## src/rtl/regfile_param.sv

```systemverilog
// regfile_param: general-purpose register bank.
//   - DATA_W-bit words, 2**ADDR_W entries
//   - two combinational read ports and one synchronous write port
//   - write-to-read bypass
//   - soft-clear engine that zeroes one entry per cycle
// Optional feature macro: REGFILE_ZERO_REG_EN (entry 0 hardwired to zero).
// Reset is synchronous and active-low (rst == 0 at a rising clk edge).

module regfile_param #(
  parameter int unsigned DATA_W = 32,
  parameter int unsigned ADDR_W = 5
) (
  input  logic              clk,
  input  logic              rst,
  input  logic              we,
  input  logic [ADDR_W-1:0] waddr,
  input  logic [DATA_W-1:0] wdata,
  input  logic [ADDR_W-1:0] raddr1,
  input  logic [ADDR_W-1:0] raddr2,
  output logic [DATA_W-1:0] rdata1,
  output logic [DATA_W-1:0] rdata2,
  input  logic              clr_req,
  output logic              busy,
  output logic              clr_done
);

  localparam int unsigned Depth = 2 ** ADDR_W;

`ifdef REGFILE_ZERO_REG_EN
  localparam bit ZeroReg = 1'b1;
`else
  localparam bit ZeroReg = 1'b0;
`endif

  typedef enum logic [1:0] {
    StIdle,
    StClear,
    StDone
  } state_e;

  state_e              state_q;
  logic [ADDR_W-1:0]   ptr_q;
  logic                busy_q;
  logic                clr_done_q;
  logic [DATA_W-1:0]   mem_q [Depth];

  logic                wr_en;
  logic                waddr_zero;
  logic                bypass_ok;

  // Writes to entry 0 are discarded when it is hardwired to zero.
  assign waddr_zero = ZeroReg && (waddr == '0);

  // Writes and bypass are only honoured while the clear engine is idle.
  assign wr_en     = we && (state_q == StIdle) && !waddr_zero;
  assign bypass_ok = we && !busy_q && !waddr_zero;

  // Clear FSM with registered busy/clr_done; busy mirrors state != StIdle.
  always_ff @(posedge clk) begin
    if (!rst) begin
      state_q    <= StIdle;
      ptr_q      <= '0;
      busy_q     <= 1'b0;
      clr_done_q <= 1'b0;
    end else begin
      unique case (state_q)
        StIdle: begin
          clr_done_q <= 1'b0;
          if (clr_req) begin
            state_q <= StClear;
            ptr_q   <= '0;
            busy_q  <= 1'b1;
          end
        end
        StClear: begin
          // ptr wraps back to 0 as the last entry is swept.
          ptr_q <= ptr_q + 1'b1;
          if (ptr_q == ADDR_W'(Depth - 1)) begin
            state_q    <= StDone;
            clr_done_q <= 1'b1;
          end
        end
        StDone: begin
          state_q    <= StIdle;
          busy_q     <= 1'b0;
          clr_done_q <= 1'b0;
        end
        default: begin
          state_q    <= StIdle;
          ptr_q      <= '0;
          busy_q     <= 1'b0;
          clr_done_q <= 1'b0;
        end
      endcase
    end
  end

  // Storage array: reset clears all, the sweep clears one entry, else normal write.
  always_ff @(posedge clk) begin
    if (!rst) begin
      for (int unsigned i = 0; i < Depth; i++) begin
        mem_q[i] <= '0;
      end
    end else if (state_q == StClear) begin
      mem_q[ptr_q] <= '0;
    end else if (wr_en) begin
      mem_q[waddr] <= wdata;
    end
  end

  // Read ports: forced to 0 while busy, then bypass, then array contents.
  always_comb begin
    rdata1 = '0;
    rdata2 = '0;
    if (!busy_q) begin
      if (bypass_ok && (raddr1 == waddr)) begin
        rdata1 = wdata;
      end else if (!(ZeroReg && (raddr1 == '0))) begin
        rdata1 = mem_q[raddr1];
      end
      if (bypass_ok && (raddr2 == waddr)) begin
        rdata2 = wdata;
      end else if (!(ZeroReg && (raddr2 == '0))) begin
        rdata2 = mem_q[raddr2];
      end
    end
  end

  assign busy     = busy_q;
  assign clr_done = clr_done_q;

endmodule

```

## config.mk

```make
export PLATFORM = sky130hd
export DESIGN_NAME = regfile_param
export DESIGN_NICKNAME = d
export VERILOG_FILES = /design/src/rtl/regfile_param.sv
export SDC_FILE = /design/constraint.sdc
export NUM_CORES = 2
export LEC_CHECK = 0
export ABC_AREA = 1
export CAP_MARGIN = 40
export CELL_PAD_IN_SITES_DETAIL_PLACEMENT = 0
export CELL_PAD_IN_SITES_GLOBAL_PLACEMENT = 2
export CORE_MARGIN = 5
export CORE_UTILIZATION = 40
export DETAILED_ROUTE_END_ITERATION = 12
export GPL_ROUTABILITY_DRIVEN = 1
export PLACE_DENSITY_LB_ADDON = 0.1
export SYNTH_ARGS = -nofsm -noshare
export SYNTH_HDL_FRONTEND = slang
export SYNTH_SLANG_ARGS = --single-unit
```

## constraint.sdc

```tcl
create_clock -name clk -period 5.9 [get_ports clk]
set_clock_uncertainty 0.2 [all_clocks]
set_input_delay 1.475 -clock clk [delete_from_list [all_inputs] [get_ports clk]]
set_output_delay 1.475 -clock clk [all_outputs]
set_load 0.1 [all_outputs]
```

== After elaboration in Yosys (flattened, before gate mapping) ==
Memory sizes are Yosys's and may differ from the RTL's.
Cells that the tools add are included.

* Flip-flop bits (word level): 9
* Output and inout port bits: 66
* Memories: 1
* Bits in writable memories: 1,024
* Word-level logic and storage cells: 52
* Input bits: 51

* Equality and inequality tests: 7
* Bitwise operators: 2
* Muxes and demuxes: 25
* Reductions and logical operators: 12
* Add/sub/neg operators: 1

{| class="wikitable"
|+ Memories
! name !! words !! bits a word !! read ports !! clocked after Yosys merged registers in !! wr ports !! line !! RTL
|-
| mem_q || 32 || 32 || 2 || 0 || 32 || 45 || <nowiki>logic [DATA_W-1:0] mem_q [Depth];</nowiki>
|}

{| class="wikitable"
|+ Operators with widths
! operator !! number
|-
| 32-bit 2-to-1 mux || 6
|-
| 32-bit OR reduction || 2
|-
| 5-bit 2-to-1 mux || 3
|-
| 5-bit case mux with 3 select lines || 1
|-
| 1-bit 2-to-1 mux || 11
|-
| 5-bit equality test || 2
|-
| 2-bit AND reduction || 4
|-
| 5-bit by 1-bit adder with 5-bit output, second input constant || 1
|-
| 5-bit equality test, second input constant || 1
|-
| 1-bit logical AND || 4
|-
| 2-bit 2-to-1 mux || 2
|-
| 2-bit != test, second input constant || 2
|-
| 2-bit case mux with 2 select lines || 1
|-
| 2-bit by 1-bit equality test with 1-bit output, second input constant || 1
|-
| 2-bit equality test, second input constant || 1
|-
| 2-bit logical NOT || 1
|-
| 1-bit inverter || 2
|-
| 1-bit case mux with 2 select lines || 1
|-
| 1-bit logical NOT || 1
|}

== Longest topological paths before layout ==
* Word-level depth: 8
* Depth in mapped cells: 13
* Mapped depth without buffers: 10

== Worst setup path after synthesis ==
OpenSTA, ideal clock, no wires.

* Kind: input to output
* Start point: in raddr1[0]
* End point: out rdata1[13]
* Setup slack: -0.023 ns
* Arrival: 4.248 ns
* Stages: 10
* Required time: 4.225 ns
* Buffers on the path: 4
* Cells stage by stage: buf_2 -> clkbuf_1 -> clkbuf_1 -> clkbuf_1 -> o211ai_1 -> nand3_1 -> nand3_1 -> nand3_1 -> nand2_1 -> a21oi_1

* Longest elaborated chain between the ends: 4
* Elaborated cells on any way between the ends: 5
* Classes of those cells: eq/ne (1); mux (2); reduce/logical (1); memory (1)

{| class="wikitable"
|+ RTL lines
! item !! line !! RTL
|-
| start: declaration || 18 || <nowiki>input logic [ADDR_W-1:0] raddr1,</nowiki>
|-
| parallel branches: the longest is 2 deep, another holds memory 32 x 32 bit || - ||
|-
| 32-bit 2-to-1 mux * || 116 || <nowiki>if (bypass_ok && (raddr1 == waddr)) begin</nowiki>
|-
| 32-bit 2-to-1 mux * || 115 || <nowiki>if (!busy_q) begin</nowiki>
|-
| end: declaration || 20 || <nowiki>output logic [DATA_W-1:0] rdata1,</nowiki>
|}

Every way passes the cells marked *.

== Worst setup path in the final report ==
* Start point: in raddr2[0]
* End point: out rdata2[26]

* Longest elaborated chain between the ends: 4
* Elaborated cells on any way between the ends: 5
* Classes of those cells: eq/ne (1); mux (2); reduce/logical (1); memory (1)

{| class="wikitable"
|+ RTL lines
! item !! line !! RTL
|-
| start: declaration || 19 || <nowiki>input logic [ADDR_W-1:0] raddr2,</nowiki>
|-
| parallel branches: the longest is 2 deep, another holds memory 32 x 32 bit || - ||
|-
| 32-bit 2-to-1 mux * || 121 || <nowiki>if (bypass_ok && (raddr2 == waddr)) begin</nowiki>
|-
| 32-bit 2-to-1 mux * || 115 ||
|-
| end: declaration || 21 || <nowiki>output logic [DATA_W-1:0] rdata2,</nowiki>
|}

Marked as above.

==> reports/qor.yml <==
crit_fanout: 80
drc_errors: 0
grt_pass1_vias: 52557
hold_path_end: "ptr_q[1]$_SDFFE_PN0P_"
firstDrtPassIters: 7
grt-ovfl-total: 0
initial_utilization: 0.402
gr-usage-met2: 0.512
max_cap_violations: 0
power.density_nw_per_um2: 285
crit_path_frequent_cell: "nand3_1"
clk_pin_slew_worst_paths_ps: 60
hold_slack_ps: 283
avgSynthCellArea_um2: 7.51
met3_usage: 0.0738
worstPathRequired_ps: 4220
grt_most_used_layer: "met2"
syn_nets: 8082
gp_congestion: 0.850
netlist_top_cells_area: "edfxtp_1, nand3_1, nand2_1, nor2_1, inv_1"
cts_resized: 0
clk_latency_ps: 770
wl_mm: 266
wl_per_cell_um: 26.6
cts_setup_buffers: 0
drive_gt1_frac: 0.0804
synth_flop_cell: "edfxtp_1"
die-area_um2: 159000
min_period_ps: 5570
yosysSeqAreaShare: 0.513
root_buffer: "clkbuf_16"
cts.sinks: 1033
drv_slew: 0
preCtsSetupSlack_ps: 422
vdd_drop_max_uv: 302
r2r_end: "mem_q[19][19]$_SDFFCE_PN0P_"
cp_data_arrival_time_ps: 3890
drt_iter0_drc: 6877
r2r_slack_ps: 2280
ys.warnings.count: 0
hpwl_mm: 152
cts_tree: "done"
dp_cells: 9766
r2r_start: "state_q[1]$_SDFFE_PN0P_"
path_cells: "buf_8, inv_8, buf_12, nand2_1, nand3_1, nand3_1, nand3_1, nand3_1, nand2_1, a21oi_1, buf_12"
htree_levels: 4
critPathLaunchType: "input pin"
tightestPinTransition_ps: 847
die_w_um: 398
design.core.area_um2: 150000
relSlewSlack: 0.434
rsz0062_at_grt: "no"
grt_usage: 0.329
ys_async_sr_fraction: 0
worstSetupPathType: "input pin to output pin"
die_height_um: 398
cpMaxStageDelayCell: "nand3_1"
syn_area_um2: 60300
max_freq_ghz: 0.180
antenna_left: 0
rows: 142
io_pins: 117
leakage_nw: 29.6
synth_cells: 8029
antenna_found_initial: 6
syn_to_final_growth_pct: 15.2
port_buffers: 116
grt_pass1_wl_mm: 380
cp-end-kind: "output pin"
fin_cells: 9994
setup_violations: 0
grtUsageMet1: 0.464
r2r_cells: 8
setup_ws_ps: 332
nets: 7935
fillers: 14705
outcome: "completed"
cp_slowest_stage_delay_ps: 440
hold_path_class: "register to register"
yosys.area.top_type: "edfxtp_1"
ys_ff_latch: 1033
tns_ps: 0
min_period_over_period: 0.944
post_cts_hold_buffer_count: 0
min_path_cells: 2
vias_per_cell: 5.64
synth.distinct_cells: 27
via_count: 56358
hold_start: "ptr_q[1]$_SDFFE_PN0P_"
cts_made_buffers: 130
synth_edf_count: 1024
grt_max_degree: 97
hold_viol: 0
synth_top_area_frac: 0.510
cts.path.max_buffers: 3
## synthesized netlist by cell type (4+ instances only)
cell,count
a21oi_1,72
buf_1,77
buf_2,78
buf_6,12
clkbuf_1,489
dfxtp_1,9
edfxtp_1,1024
inv_1,1008
inv_2,5
nand2_1,2158
nand2_4,8
nand3_1,1832
nor2_1,1087
nor2_2,11
nor3_1,4
o211ai_1,65
o21ai_0,67
o22ai_1,4
## cell type report
cell class,instances,area (um2),area share
diodes,1,2.50,0.0000360
clock buffers,161,3460,0.0499
clock inverters,66,556,0.00800
inverters,1015,3850,0.0555
multi-input cells,5325,23200,0.334
flip-flops and latches,1033,30900,0.446
well taps,2016,2520,0.0363
repair buffers,377,4930,0.0710
## report_power, final
group / internal [mW] / leakage [nW] / switching (mW)
Sequential: 8.33 / 10.7 / 0.0728
Combinational: 0.974 / 16.9 / 2.65
Clock: 4.47 / 1.97 / 3.29
## sequential cells by signal, summed over array words and instances, names as in the netlist
| register | cells |
|---|---|
| ptr_q | 5 |
| mem_q | 1024 |
| clr_done | 1 |
| state_q | 2 |
| busy | 1 |
## metal layers
metal  up-vias  part of all wire
li1      25463                 -
met1     27332              0.42
met2      3085              0.44
met3       472              0.11
met4         6             0.029
met5         -           0.00018
## cells in the final DEF (no fill, tap or decap), types with 5 or more instances in the layout
| master | Yosys | final |
|---|---|---|
| nand2_2 | 0 | 56 |
| edfxtp_1 | 1024 | 1024 |
| nor2_2 | 11 | 11 |
| dfxtp_1 | 9 | 9 |
| buf_12 | 0 | 155 |
| clkinv_1 | 2 | 26 |
| clkbuf_16 | 0 | 134 |
| nor2_1 | 1087 | 1087 |
| inv_6 | 0 | 9 |
| buf_4 | 0 | 170 |
| buf_8 | 0 | 5 |
| nand2_4 | 8 | 8 |
| a21oi_2 | 0 | 32 |
| bufinv_16 | 0 | 7 |
| clkinv_2 | 0 | 19 |
| o21ai_0 | 67 | 67 |
| nand2_1 | 2158 | 2102 |
| inv_2 | 5 | 5 |
| clkbuf_1 | 489 | 26 |
| nand3_1 | 1832 | 1830 |
| o211ai_1 | 65 | 65 |
| clkdlybuf4s50_1 | 0 | 41 |
| a21oi_1 | 72 | 40 |
| inv_1 | 1008 | 1002 |
## worst max-delay path: cells and delay by family
family                 cells  cell delay [ps]
and+or+nand+nor            6             1120
AOI/OAI and AO/OA          1              320
buffers and inverters      4              850
## logic make-up after synthesis
| group | after synthesis | share of synthesized area |
|---|---|---|
| AND/OR/NAND/NOR | 5106 | 0.358 |
| buffers and inverters | 1671 | 0.107 |
| flip-flops | 1033 | 0.513 |
| AO/OA/AOI/OAI | 214 | 0.0207 |
| XOR/XNOR | 3 | 0.000436 |
| adder cells (fa/ha/maj) | 2 | 0.000415 |
## through the flow
| stage | util | instance area (um2) | total power [mW] |
|---|---|---|---|
| after floorplan | - | 60400 | 10.6 |
| after global placement | 0.436 | 65400 | 12.1 |
| after detailed placement | 0.437 | 65400 | 12.1 |
| after CTS | 0.464 | 69400 | 19.8 |
| after global routing | 0.464 | 69400 | 20.4 |
| final | 0.464 | 69400 | 19.8 |
## how the worst max path moves through the flow
stage | endpoint | cells past startpoint | slack, ps | from
6_report | rdata2[26] | 11 | 330 | raddr2[0]
5_1_grt | rdata2[1] | 11 | 290 | raddr2[0]
4_1_cts | rdata2[26] | 11 | 410 | raddr2[0]
3_5_place_dp | rdata2[26] | 11 | 420 | raddr2[0]
3_3_place_gp | rdata2[29] | 11 | 430 | raddr2[0]
2_1_floorplan | rdata2[31] | 9 | 100 | raddr2[1]
Power figures use the tool's default switching activity.
